==> config.mk <==
export PLATFORM = sky130hd
export DESIGN_NAME = alu_issue_stage_flat
export DESIGN_NICKNAME = d
export VERILOG_FILES = /design/src/rtl/alu_issue_if.sv /design/src/rtl/alu_issue_stage.sv /design/src/flat_wrapper.sv
export SDC_FILE = /design/constraint.sdc
export NUM_CORES = 1
export LEC_CHECK = 0
export BUFFER_PORTS_ARGS = -buffer_cell sky130_fd_sc_hd__buf_2
export CAP_MARGIN = 20
export CORE_AREA = 2 2 157 159
export CTS_CLUSTER_SIZE = 24
export DETAILED_ROUTE_END_ITERATION = 8
export DIE_AREA = 0 0 159 161
export SLEW_MARGIN = 25
export SYNTH_ARGS = -nofsm -noshare
export SYNTH_HDL_FRONTEND = slang
export SYNTH_SLANG_ARGS = --single-unit
==> constraint.sdc <==
create_clock -name clk -period 7.5 [get_ports clk]
set_clock_uncertainty 0.2 [all_clocks]
set_input_delay 1.125 -clock clk [delete_from_list [all_inputs] [get_ports clk]]
set_output_delay 1.125 -clock clk [all_outputs]
set_load 0.05 [all_outputs]
==> src/rtl/alu_issue_if.sv <==
// Handshake and payload bundle between register read, the ALU issue stage
// and the execute stage.
interface alu_issue_if #(
    parameter int XLEN  = 64,
    parameter int CNT_W = 32
);
    logic             in_valid;
    logic             in_ready;
    logic [31:0]      inst;
    logic [XLEN-1:0]  pc;
    logic [XLEN-1:0]  rs1_data;
    logic [XLEN-1:0]  rs2_data;
    logic             flush;
    logic             out_valid;
    logic             out_ready;
    logic [3:0]       alu_op;
    logic [XLEN-1:0]  alu_a;
    logic [XLEN-1:0]  alu_b;
    logic [4:0]       rd;
    logic             rd_we;
    logic             illegal;
    logic [CNT_W-1:0] issued_cnt;

    // The issue stage itself.
    modport slave (
        input  in_valid, inst, pc, rs1_data, rs2_data, flush, out_ready,
        output in_ready, out_valid, alu_op, alu_a, alu_b, rd, rd_we,
               illegal, issued_cnt
    );

    // Whatever drives the stage (upstream and execute side together).
    modport master (
        output in_valid, inst, pc, rs1_data, rs2_data, flush, out_ready,
        input  in_ready, out_valid, alu_op, alu_a, alu_b, rd, rd_we,
               illegal, issued_cnt
    );
endinterface

==> src/rtl/alu_issue_stage.sv <==
// RV64I ID/EX issue stage: decodes integer ALU instructions into an
// alu_op and two 64-bit operands held in a single-entry output register.
module alu_issue_stage #(
    parameter int XLEN  = 64,
    parameter int CNT_W = 32
) (
    input logic       clk,
    input logic       rst,
    alu_issue_if.slave bus
);

    typedef enum logic [3:0] {
        ALU_ADD  = 4'h0,
        ALU_SUB  = 4'h1,
        ALU_AND  = 4'h2,
        ALU_OR   = 4'h3,
        ALU_XOR  = 4'h4,
        ALU_SLT  = 4'h5,
        ALU_SLTU = 4'h6,
        ALU_SLL  = 4'h7,
        ALU_SRL  = 4'h8,
        ALU_SRA  = 4'h9,
        ALU_ADDW = 4'hA,
        ALU_SUBW = 4'hB,
        ALU_SLLW = 4'hC,
        ALU_SRLW = 4'hD,
        ALU_SRAW = 4'hE,
        ALU_NOP  = 4'hF
    } alu_op_e;

    localparam logic [6:0] OPC_OP     = 7'b0110011;
    localparam logic [6:0] OPC_OP_IMM = 7'b0010011;
    localparam logic [6:0] OPC_OP_32  = 7'b0111011;
    localparam logic [6:0] OPC_IMM_32 = 7'b0011011;
    localparam logic [6:0] OPC_LUI    = 7'b0110111;
    localparam logic [6:0] OPC_AUIPC  = 7'b0010111;

    localparam logic [6:0] F7_BASE = 7'b0000000;
    localparam logic [6:0] F7_ALT  = 7'b0100000;
    localparam logic [5:0] F6_BASE = 6'b000000;
    localparam logic [5:0] F6_ALT  = 6'b010000;

    typedef struct packed {
        alu_op_e         op;
        logic [XLEN-1:0] a;
        logic [XLEN-1:0] b;
        logic [4:0]      rd;
        logic            rd_we;
        logic            ill;
    } req_t;

    logic [6:0]      opcode;
    logic [2:0]      f3;
    logic [6:0]      f7;
    logic [5:0]      f6;
    logic [XLEN-1:0] imm_i;
    logic [XLEN-1:0] imm_u;
    logic [XLEN-1:0] shamt6;
    logic [XLEN-1:0] shamt5;

    req_t            dec;
    logic            legal;

    req_t            req_q;
    logic            valid_q;
    logic [CNT_W-1:0] cnt_q;

    logic            in_ready;
    logic            load;
    logic            fire_out;

    assign opcode = bus.inst[6:0];
    assign f3     = bus.inst[14:12];
    assign f7     = bus.inst[31:25];
    assign f6     = bus.inst[31:26];

    assign imm_i  = {{(XLEN-12){bus.inst[31]}}, bus.inst[31:20]};
    assign imm_u  = {{(XLEN-32){bus.inst[31]}}, bus.inst[31:12], 12'h000};
    assign shamt6 = {{(XLEN-6){1'b0}}, bus.inst[25:20]};
    assign shamt5 = {{(XLEN-5){1'b0}}, bus.inst[24:20]};

    // Decode the incoming instruction into ALU operation and operands.
    always_comb begin
        dec       = '0;
        dec.op    = ALU_NOP;
        dec.rd    = bus.inst[11:7];
        legal     = 1'b1;

        case (opcode)
            OPC_OP: begin
                dec.a = bus.rs1_data;
                dec.b = bus.rs2_data;
                if (f7 == F7_BASE) begin
                    case (f3)
                        3'b000:  dec.op = ALU_ADD;
                        3'b001:  dec.op = ALU_SLL;
                        3'b010:  dec.op = ALU_SLT;
                        3'b011:  dec.op = ALU_SLTU;
                        3'b100:  dec.op = ALU_XOR;
                        3'b101:  dec.op = ALU_SRL;
                        3'b110:  dec.op = ALU_OR;
                        default: dec.op = ALU_AND;
                    endcase
                end else if (f7 == F7_ALT && f3 == 3'b000) begin
                    dec.op = ALU_SUB;
                end else if (f7 == F7_ALT && f3 == 3'b101) begin
                    dec.op = ALU_SRA;
                end else begin
                    legal = 1'b0;
                end
            end

            OPC_OP_IMM: begin
                dec.a = bus.rs1_data;
                dec.b = imm_i;
                case (f3)
                    3'b000: dec.op = ALU_ADD;
                    3'b010: dec.op = ALU_SLT;
                    // SLTIU still sees the sign-extended immediate.
                    3'b011: dec.op = ALU_SLTU;
                    3'b100: dec.op = ALU_XOR;
                    3'b110: dec.op = ALU_OR;
                    3'b111: dec.op = ALU_AND;
                    3'b001: begin
                        dec.b = shamt6;
                        if (f6 == F6_BASE) dec.op = ALU_SLL;
                        else               legal  = 1'b0;
                    end
                    default: begin
                        dec.b = shamt6;
                        if (f6 == F6_BASE)     dec.op = ALU_SRL;
                        else if (f6 == F6_ALT) dec.op = ALU_SRA;
                        else                   legal  = 1'b0;
                    end
                endcase
            end

            OPC_OP_32: begin
                dec.a = bus.rs1_data;
                dec.b = bus.rs2_data;
                if (f7 == F7_BASE && f3 == 3'b000) begin
                    dec.op = ALU_ADDW;
                end else if (f7 == F7_BASE && f3 == 3'b001) begin
                    dec.op = ALU_SLLW;
                end else if (f7 == F7_BASE && f3 == 3'b101) begin
                    dec.op = ALU_SRLW;
                end else if (f7 == F7_ALT && f3 == 3'b000) begin
                    dec.op = ALU_SUBW;
                end else if (f7 == F7_ALT && f3 == 3'b101) begin
                    dec.op = ALU_SRAW;
                end else begin
                    legal = 1'b0;
                end
            end

            OPC_IMM_32: begin
                dec.a = bus.rs1_data;
                dec.b = shamt5;
                // Word shifts only take a 5-bit shamt, so inst[25] must be 0,
                // which the full funct7 compare enforces.
                if (f3 == 3'b000) begin
                    dec.op = ALU_ADDW;
                    dec.b  = imm_i;
                end else if (f3 == 3'b001 && f7 == F7_BASE) begin
                    dec.op = ALU_SLLW;
                end else if (f3 == 3'b101 && f7 == F7_BASE) begin
                    dec.op = ALU_SRLW;
                end else if (f3 == 3'b101 && f7 == F7_ALT) begin
                    dec.op = ALU_SRAW;
                end else begin
                    legal = 1'b0;
                end
            end

            OPC_LUI: begin
                dec.op = ALU_ADD;
                dec.a  = '0;
                dec.b  = imm_u;
            end

            OPC_AUIPC: begin
                dec.op = ALU_ADD;
                dec.a  = bus.pc;
                dec.b  = imm_u;
            end

            default: legal = 1'b0;
        endcase

        if (!legal) begin
            dec.op = ALU_NOP;
            dec.a  = '0;
            dec.b  = '0;
        end

        dec.ill   = !legal;
        dec.rd_we = legal && (dec.rd != 5'd0);
    end

    assign in_ready = !valid_q || bus.out_ready;
    assign load     = bus.in_valid && in_ready && !bus.flush;
    assign fire_out = valid_q && bus.out_ready;

    // Single-entry output register; flush wins over load and hold.
    always_ff @(posedge clk or posedge rst) begin
        if (rst) begin
            valid_q <= 1'b0;
            req_q   <= '0;
        end else if (bus.flush) begin
            valid_q <= 1'b0;
        end else if (load) begin
            valid_q <= 1'b1;
            req_q   <= dec;
        end else if (bus.out_ready) begin
            valid_q <= 1'b0;
        end
    end

    // Count every consumed request, even in a flush cycle.
    always_ff @(posedge clk or posedge rst) begin
        if (rst) begin
            cnt_q <= '0;
        end else if (fire_out) begin
            cnt_q <= cnt_q + 1'b1;
        end
    end

    assign bus.in_ready   = in_ready;
    assign bus.out_valid  = valid_q;
    assign bus.alu_op     = req_q.op;
    assign bus.alu_a      = req_q.a;
    assign bus.alu_b      = req_q.b;
    assign bus.rd         = req_q.rd;
    assign bus.rd_we      = req_q.rd_we;
    assign bus.illegal    = req_q.ill;
    assign bus.issued_cnt = cnt_q;

endmodule

==> src/flat_wrapper.sv <==
// flat-port wrapper written by rule: the top's interface ports become plain ports
module alu_issue_stage_flat 
#(
    parameter int XLEN  = 64,
    parameter int CNT_W = 32
)
  (clk, rst, bus_in_valid, bus_inst, bus_pc, bus_rs1_data, bus_rs2_data, bus_flush, bus_out_ready, bus_in_ready, bus_out_valid, bus_alu_op, bus_alu_a, bus_alu_b, bus_rd, bus_rd_we, bus_illegal, bus_issued_cnt);
  alu_issue_if #(.XLEN(XLEN), .CNT_W(CNT_W)) bus_i ();
  input logic clk;
  input logic rst;
  input wire logic [$bits(bus_i.in_valid)-1:0] bus_in_valid;
  input wire logic [$bits(bus_i.inst)-1:0] bus_inst;
  input wire logic [$bits(bus_i.pc)-1:0] bus_pc;
  input wire logic [$bits(bus_i.rs1_data)-1:0] bus_rs1_data;
  input wire logic [$bits(bus_i.rs2_data)-1:0] bus_rs2_data;
  input wire logic [$bits(bus_i.flush)-1:0] bus_flush;
  input wire logic [$bits(bus_i.out_ready)-1:0] bus_out_ready;
  output wire logic [$bits(bus_i.in_ready)-1:0] bus_in_ready;
  output wire logic [$bits(bus_i.out_valid)-1:0] bus_out_valid;
  output wire logic [$bits(bus_i.alu_op)-1:0] bus_alu_op;
  output wire logic [$bits(bus_i.alu_a)-1:0] bus_alu_a;
  output wire logic [$bits(bus_i.alu_b)-1:0] bus_alu_b;
  output wire logic [$bits(bus_i.rd)-1:0] bus_rd;
  output wire logic [$bits(bus_i.rd_we)-1:0] bus_rd_we;
  output wire logic [$bits(bus_i.illegal)-1:0] bus_illegal;
  output wire logic [$bits(bus_i.issued_cnt)-1:0] bus_issued_cnt;
  assign bus_i.in_valid = bus_in_valid;
  assign bus_i.inst = bus_inst;
  assign bus_i.pc = bus_pc;
  assign bus_i.rs1_data = bus_rs1_data;
  assign bus_i.rs2_data = bus_rs2_data;
  assign bus_i.flush = bus_flush;
  assign bus_i.out_ready = bus_out_ready;
  assign bus_in_ready = bus_i.in_ready;
  assign bus_out_valid = bus_i.out_valid;
  assign bus_alu_op = bus_i.alu_op;
  assign bus_alu_a = bus_i.alu_a;
  assign bus_alu_b = bus_i.alu_b;
  assign bus_rd = bus_i.rd;
  assign bus_rd_we = bus_i.rd_we;
  assign bus_illegal = bus_i.illegal;
  assign bus_issued_cnt = bus_i.issued_cnt;
  alu_issue_stage #(.XLEN(XLEN), .CNT_W(CNT_W)) u_core (.clk(clk), .rst(rst), .bus(bus_i));
endmodule
After elaboration in Yosys (flattened, before gate mapping)
Index checks and enable logic that the tools add are counted.
- logic and storage cells: 83
- bits in registers: 172
- input port bits: 229
- output and inout bits: 173
- bitwise operators: 1
- reductions and logical operators: 21
- add/subtract/negate cells: 1
- equal/unequal tests: 15
- mux-type cells: 37
- operator list (cell ; number):
    case mux 132 bit (6 select lines) ; 1
    2-to-1 mux 132 bit ; 1
    2-to-1 mux 64 bit ; 2
    case mux 4 bit (7 select lines) ; 2
    2-to-1 mux 4 bit ; 11
    adder 32 x 1 -> 32 bit, second input constant ; 1
    equality test 7 x 6 -> 1 bit, second input constant ; 4
    equality test 7 x 5 -> 1 bit, second input constant ; 3
    2-to-1 mux 1 bit ; 16
    equality test 3 bit, second input constant ; 4
    logical AND 1 bit ; 9
    zero test 7 bit ; 1
    equality test 3 x 2 -> 1 bit, second input constant ; 2
    equality test 6 x 5 -> 1 bit, second input constant ; 1
    zero test 6 bit ; 1
    2-to-1 mux 3 bit ; 2
    OR reduction 6 bit ; 1
    case mux 1 bit (5 select lines) ; 1
    nonzero test 5 bit ; 1
    equality test 3 x 1 -> 1 bit, second input constant ; 1
    zero test 1 bit ; 3
    zero test 3 bit ; 1
    nonzero test 3 bit ; 1
    case mux 1 bit (2 select lines) ; 1
    4 further kinds ; 4

Logic depth before layout (Yosys ltp)
Gate-level depths: netlist (run 1).
- word-level depth: 9
- gate-level depth with buffers: 8
- mapped depth without buffers: 6

Worst setup path before layout (run 1)
No wires, ideal clock.
- kind: input to register
- from: in bus_inst[6]
- to: reg u_core.req_q, in the netlist u_core.bus.alu_op[0]
- arrival time: 2.631 ns
- buffers on the path: 2
- library setup time: 0.126 ns
- path slack: 4.543 ns
- cell stages on the path: 7
- required time: 7.174 ns
- cells stage by stage: nand4b_1 > or2_0 > buf_4 > a2111oi_4 > o21ai_2 > buf_6 > o32a_1
- word-level cells in the longest chain between the ends: 4
- elaborated cells between the ends (all ways): 10
- classes of those cells: 6 x eq/ne; 3 x mux; 1 x reduce/logical
- ends and longest elaborated chain (item ; line ; text):
    start, declared ; flat_wrapper.sv:12 ; input wire logic [$bits(bus_i.inst)-1:0] bus_inst;
    equality test 7 x 6 -> 1 bit or equality test 7 x 5 -> 1 bit (tied branches) ; alu_issue_stage.sv:89 ; case (opcode)
    OR reduction 2 bit (no source line) ; - ;
    case mux 1 bit (5 select lines) ; alu_issue_stage.sv:89 ;
    2-to-1 mux 132 bit * ; alu_issue_stage.sv:190 ; if (!legal) begin
    end signal, assigned ; alu_issue_stage.sv:208 ; req_q <= '0;
    end signal, assigned ; alu_issue_stage.sv:213 ; req_q <= dec;
    end, declared ; alu_issue_stage.sv:64 ; req_t req_q;
Mark *: on every way between the ends. The rest lies on a longest branch, timed or not.
A chain may end at the register's enable or synchronous reset.

Worst setup path after layout (run 1)
- from: in bus_inst[1]
- to: reg u_core.req_q, in the netlist u_core.bus.alu_b[29]
Same word-level chain as after synthesis.

==> results.json, run 1 <==
{
  "status": "complete, no violations",
  "instances_no_fill": 1506,
  "ctsHoldBuffers": 0,
  "antenna_found_initial": 6,
  "syn2layout_area_growth_pct": 35.7,
  "finalSetupViolations": 0,
  "dieArea_um2": 25600,
  "cp.required_ns": 7.57,
  "overflow": 0,
  "grt_usage": 0.205,
  "power_density_nw_per_um2": 197,
  "crit_type": "primary input to flip-flop",
  "cts-root-buf": "clkbuf_16",
  "crit_slowest_cell": "or2_0",
  "synth.distinct_cells": 57,
  "synth_nets": 1032,
  "max_stage_delay_ns": 0.79,
  "final_cell_mix": "401 x buf_2, 172 x dfrtp_1, 164 x nand2_1",
  "p_leak_nw": 5.27,
  "synth_area_um2": 7860,
  "cp_num_buf_inv": 2,
  "row_count": 57,
  "ys.flop_type": "dfrtp_1",
  "nNetsFinal": 1397,
  "dp.cells": 1472,
  "drv_slew": 0,
  "rsz0062_at_grt": "no",
  "hold_viol_final": 0,
  "insertion_delay_ns": 0.42,
  "yosysWarnings": 0,
  "grt_pass1_wl_um": 41400,
  "vias": 7546,
  "drc": 0,
  "cp.arrival_ns": 3.90,
  "avgSynthCellArea_um2": 9.80,
  "clk_pin_slew_ns": 0.06,
  "synth_edf_count": 0,
  "fin_crit_sh": 0.511,
  "initial_core_util": 0.328,
  "setup_tns_ns": 0,
  "vias_per_cell": 5.01,
  "die_h_um": 161,
  "drive_gt1_frac": 0.392,
  "path_max_fanout": 63,
  "die_w_um": 159,
  "worstMarginPinSlew_ns": 0.972,
  "hpwlAfterDp_um": 19200,
  "timing.slew.headroom": 0.352,
  "grt_max_degree": 97,
  "cts_resized": 0,
  "crit_path_cell_trace": "buf_2, nand4b_1, or2_0, a2111oi_4, o21ai_4, buf_4, o21ai_0",
  "cts_tree": "yes",
  "synthCells": 802,
  "wirelength_um": 26600,
  "async_flop_share": 1.00,
  "io_pins": 402,
  "port_buffers": 401,
  "finalCriticalPeriod_ns": 3.83,
  "drt_first_pass_iters": 5,
  "cts-buffers-inserted": 17,
  "core_um2": 24000,
  "cp-start-kind": "primary input",
  "peakVddDrop_v": 0.000111,
  "drt-initial-drc-count": 449,
  "gp_congestion": 0.824,
  "cap_viol_max_count": 0,
  "cpLargestDelayFamily": "simple AND/OR/NAND/NOR gates",
  "cts_max_level": 4,
  "wl_per_cell_um": 17.6,
  "clk_path_buf_depth": 2,
  "ys_ff_latch": 172,
  "hold_path_class": "flip-flop to flip-flop",
  "seq_area_frac_synth": 0.547,
  "whs_ns": 0.271,
  "post_cts_buffers": 0,
  "fillers": 2436,
  "clock_sinks": 172,
  "grt_pass1_vias": 7419,
  "antenna_left": 0,
  "max_freq_mhz": 261,
  "endpoint_kind": "flip-flop",
  "mostFrequentLayoutCell": "buf_2"
}
## flip-flops by register name (all words and copies together) (netlist names)
name / cells
u_core.bus.rd_we: 1
u_core.bus.alu_a: 64
u_core.bus.issued_cnt: 32
u_core.bus.out_valid: 1
u_core.bus.rd: 5
u_core.bus.alu_b: 64
u_core.bus.alu_op: 4
u_core.bus.illegal: 1
## logic make-up after synthesis
family | share of synthesized area
DFF | 0.547
and+or+nand+nor | 0.140
xor gates and xnor gates | 0.0356
adders and majority gates | 0.00159
muxes | 0.00780
AOI/OAI and AO/OA | 0.228
buffers and inverters | 0.0395
## layer usage
layer	global-route usage	wire length [µm]	vias up
met5	0	41	-
met4	0.0649	614	6
li1	-	-	3604
met3	0.0521	1730	41
met1	0.267	11300	3577
met2	0.337	12900	318
## Yosys cell counts (3+ instances only)
master,count,share of area
nand2_1,164,0.078
a22oi_1,70,0.067
and3_1,6,0.0048
nand2b_1,3,0.0024
clkbuf_1,41,0.020
o31ai_1,3,0.0029
xnor2_1,24,0.027
mux2i_1,5,0.0064
buf_1,3,0.0014
o21ai_0,118,0.075
nand4_1,8,0.0064
o21ai_1,7,0.0045
and2_1,4,0.0032
nor2b_1,9,0.0072
buf_2,14,0.0089
inv_1,3,0.0014
nor2_1,13,0.0062
dfrtp_1,172,0.55
buf_6,5,0.0072
a21oi_1,40,0.025
nand3_1,13,0.0083
a221oi_1,20,0.022
o31ai_2,5,0.0080
xor2_1,8,0.0089
## area by class of cell
cell class / instances / area [µm²] / share of cell area
Inverter: 3 / 16.3 / 0.00152
Timing Repair Buffer: 410 / 2080 / 0.195
Multi-Input combinational cell: 563 / 3280 / 0.307
Clock inverter: 11 / 139 / 0.0130
Clock buffer: 19 / 443 / 0.0415
Sequential cell: 172 / 4300 / 0.403
Tap cell: 324 / 405 / 0.0380
Antenna cell: 4 / 10.0 / 0.000938
## worst register-to-register path: stages, from the launching register on
cell and delay [ns]:
dfrtp_1 0.40, nor2b_1 0.28, inv_1 0.10, nand3b_1 0.21, buf_4 0.54, buf_4 0.80, nand2b_1 0.18, nand2_1 0.10
o2bb2ai_1 0.07
## path summary, 6_finish.rpt
| kind | to | depth (start not counted) | slack, ns | startpoint |
|---|---|---|---|---|
| max reg2reg | u_core.bus.alu_op[1] | 8 | 4.50 | u_core.bus.out_valid |
| max in group asynchronous | u_core.bus.alu_a[21] | 3 | 5.24 | rst |
| min reg2reg | u_core.bus.rd[2] | 2 | 0.27 | u_core.bus.rd[2] |
| max | u_core.bus.alu_b[29] | 7 | 3.67 | bus_inst[1] |
| min in group asynchronous | u_core.bus.alu_b[11] | 2 | 0.68 | rst |
| min | u_core.bus.rd[2] | 2 | 0.27 | u_core.bus.rd[2] |
## per-stage QoR
stage / setup WS [ns] / util / cell area, µm² / total power, mW
after floorplan: 1.51 / - / 7860 / 1.13
after global placement: 3.25 / 0.421 / 10100 / 1.24
after detailed placement: 3.14 / 0.421 / 10100 / 1.24
after CTS: 3.60 / 0.445 / 10700 / 2.13
after global routing: 3.42 / 0.445 / 10700 / 2.20
final: 3.67 / 0.445 / 10700 / 2.11
## where the power goes
part	leakage, nW	total (mW)	switching [mW]	internal (mW)
clock network	0.278	0.886	0.383	0.503
logic	2.63	0.255	0.171	0.0835
registers	2.36	0.967	0.0207	0.947
No activity file was read; power rests on OpenSTA's default activity.
==> run 2, diff against run 1 <==
Settings changed: CORE_AREA 2 2 157 159 to 2 2 155 157, DIE_AREA 0 0 159 161 to 0 0 157 159.
Clock period 7.5 ns to 3.4 ns, I/O delays scaled along.
==> results.json, run 2 (synthesis results as in run 1) <==
{
  "core_um2": 23200,
  "status": "complete, no violations",
  "p_sw_frac": 0.272,
  "fin_util": 0.465,
  "endpoint_kind": "flip-flop",
  "ff_latch_area_um2": 4300,
  "power_density_nw_per_um2": 428,
  "nNetsFinal": 1406,
  "path_max_fanout": 32,
  "vias_per_cell": 4.96,
  "grt_usage": 0.212,
  "antenna_found_initial": 5,
  "p_seq_frac": 0.462,
  "wirelength_um": 26400,
  "setup_tns_ns": 0,
  "p_int_mw": 3.37,
  "cts_max_level": 4,
  "die_w_um": 157,
  "clk_path_buf_depth": 2,
  "fin_crit_sh": 0.754,
  "syn2layout_area_growth_pct": 37.2,
  "row_count": 56,
  "fillers": 2283,
  "worstMarginPinSlew_ns": 0.780,
  "drive_gt1_frac": 0.397,
  "cap_viol_max_count": 0,
  "grt_max_degree": 89,
  "wl_per_cell_um": 17.5,
  "mostFrequentLayoutCell": "buf_2",
  "insertion_delay_ns": 0.41,
  "cts-root-buf": "clkbuf_16",
  "overflow": 0,
  "max_freq_mhz": 390,
  "ctsHoldBuffers": 0,
  "cp.arrival_ns": 2.64,
  "hold_path_class": "primary input to asynchronous set/reset pin",
  "multi_input_area_um2": 3280,
  "combPwrFrac": 0.123,
  "p_clk_frac": 0.415,
  "final_cell_mix": "401 x buf_2, 172 x dfrtp_1, 164 x nand2_1",
  "cts_resized": 0,
  "hpwlAfterDp_um": 19400,
  "antenna_left": 0,
  "clock_sinks": 172,
  "crit_type": "primary input to flip-flop",
  "initial_core_util": 0.339,
  "cp-start-kind": "primary input",
  "rsz0062_at_grt": "no",
  "post_cts_buffers": 0,
  "clk_pin_slew_ns": 0.07,
  "dieArea_um2": 25000,
  "grt_pass1_vias": 7530,
  "drt-initial-drc-count": 384,
  "drc": 0,
  "finalSetupViolations": 0,
  "finalCriticalPeriod_ns": 2.57,
  "io_pins": 402,
  "switchingPower_mw": 1.26,
  "cts_tree": "yes",
  "peakVddDrop_v": 0.000240,
  "cp.required_ns": 3.48,
  "vias": 7485,
  "cts-buffers-inserted": 17,
  "hold_viol_final": 0,
  "die_h_um": 159,
  "drv_slew": 0,
  "p_leak_nw": 5.32,
  "timing.slew.headroom": 0.478,
  "drt_first_pass_iters": 5,
  "port_buffers": 401,
  "grt_pass1_wl_um": 41400,
  "gp_congestion": 0.853
}
## run 2: changes by cell type in the layout (fill, tap and decap cells not counted), sizes merged
cell | before | now
inv | 6 | 5
clkinv | 4 | 3
clkbuf | 19 | 18
buf | 410 | 419
diode | 4 | 2
clkinvlp | 2 | 5
## run 2: power by group through the flow
stage / logic, mW / registers (mW) / clock network, mW
global placement: 0.572 / 2.17 / 0
detailed placement: 0.575 / 2.17 / 0
finish: 0.568 / 2.13 / 1.92
floorplan: 0.171 / 2.32 / 0
CTS: 0.576 / 2.13 / 1.98
global route: 0.619 / 2.14 / 2.07
## run 2: path summary, 6_finish.rpt
kind | slack (ns) | end | from | cells past startpoint
max | 0.83 | u_core.bus.alu_a[18] | bus_inst[13] | 7
min | 0.02 | u_core.bus.alu_b[34] | rst | 3
max reg2reg | 1.09 | u_core.bus.issued_cnt[26] | u_core.bus.issued_cnt[4] | 5
min reg2reg | 0.27 | u_core.bus.issued_cnt[31] | u_core.bus.issued_cnt[31] | 1
max in group asynchronous | 2.55 | u_core.bus.rd[4] | rst | 3
min in group clk | 0.08 | u_core.bus.out_valid | bus_flush | 2
## run 2: critical path: stages
cell and delay, ns:
buf_2 0.18, nand2b_1 0.23, a31o_2 0.24, a31o_2 0.27, o21ai_4 0.61, buf_4 0.42, o21ai_0 0.16
## run 2: cell type report
type / count / share of cell area
Timing Repair Buffer: 419 / 0.206
Sequential cell: 172 / 0.399
Clock inverter: 12 / 0.0131
Inverter: 3 / 0.00139
Tap cell: 319 / 0.0370
Multi-Input combinational cell: 563 / 0.304
Clock buffer: 18 / 0.0398
Antenna cell: 2 / 0.000464
## run 2: layer usage
layer,wire length [µm],vias to the layer above,track usage
li1,-,3615,-
met1,10900,3517,0.268
met2,13100,305,0.349
met3,1800,42,0.0525
met4,608,6,0.0763
met5,47,-,0
## run 2: through the flow
stage          hold slack [ns]  std cells  setup slack (ns)  power, mW  cell area, µm²
2_1_floorplan            0.376        802             0.493       2.49            7870
3_3_place_gp             0.256       1476             0.503       2.74           10200
3_5_place_dp             0.258       1476             0.395       2.75           10200
4_1_cts                 0.0572       1506             0.869       4.69           10800
5_1_grt                 0.0611       1508             0.708       4.83           10800
6_report                0.0219       1508             0.835       4.62           10800
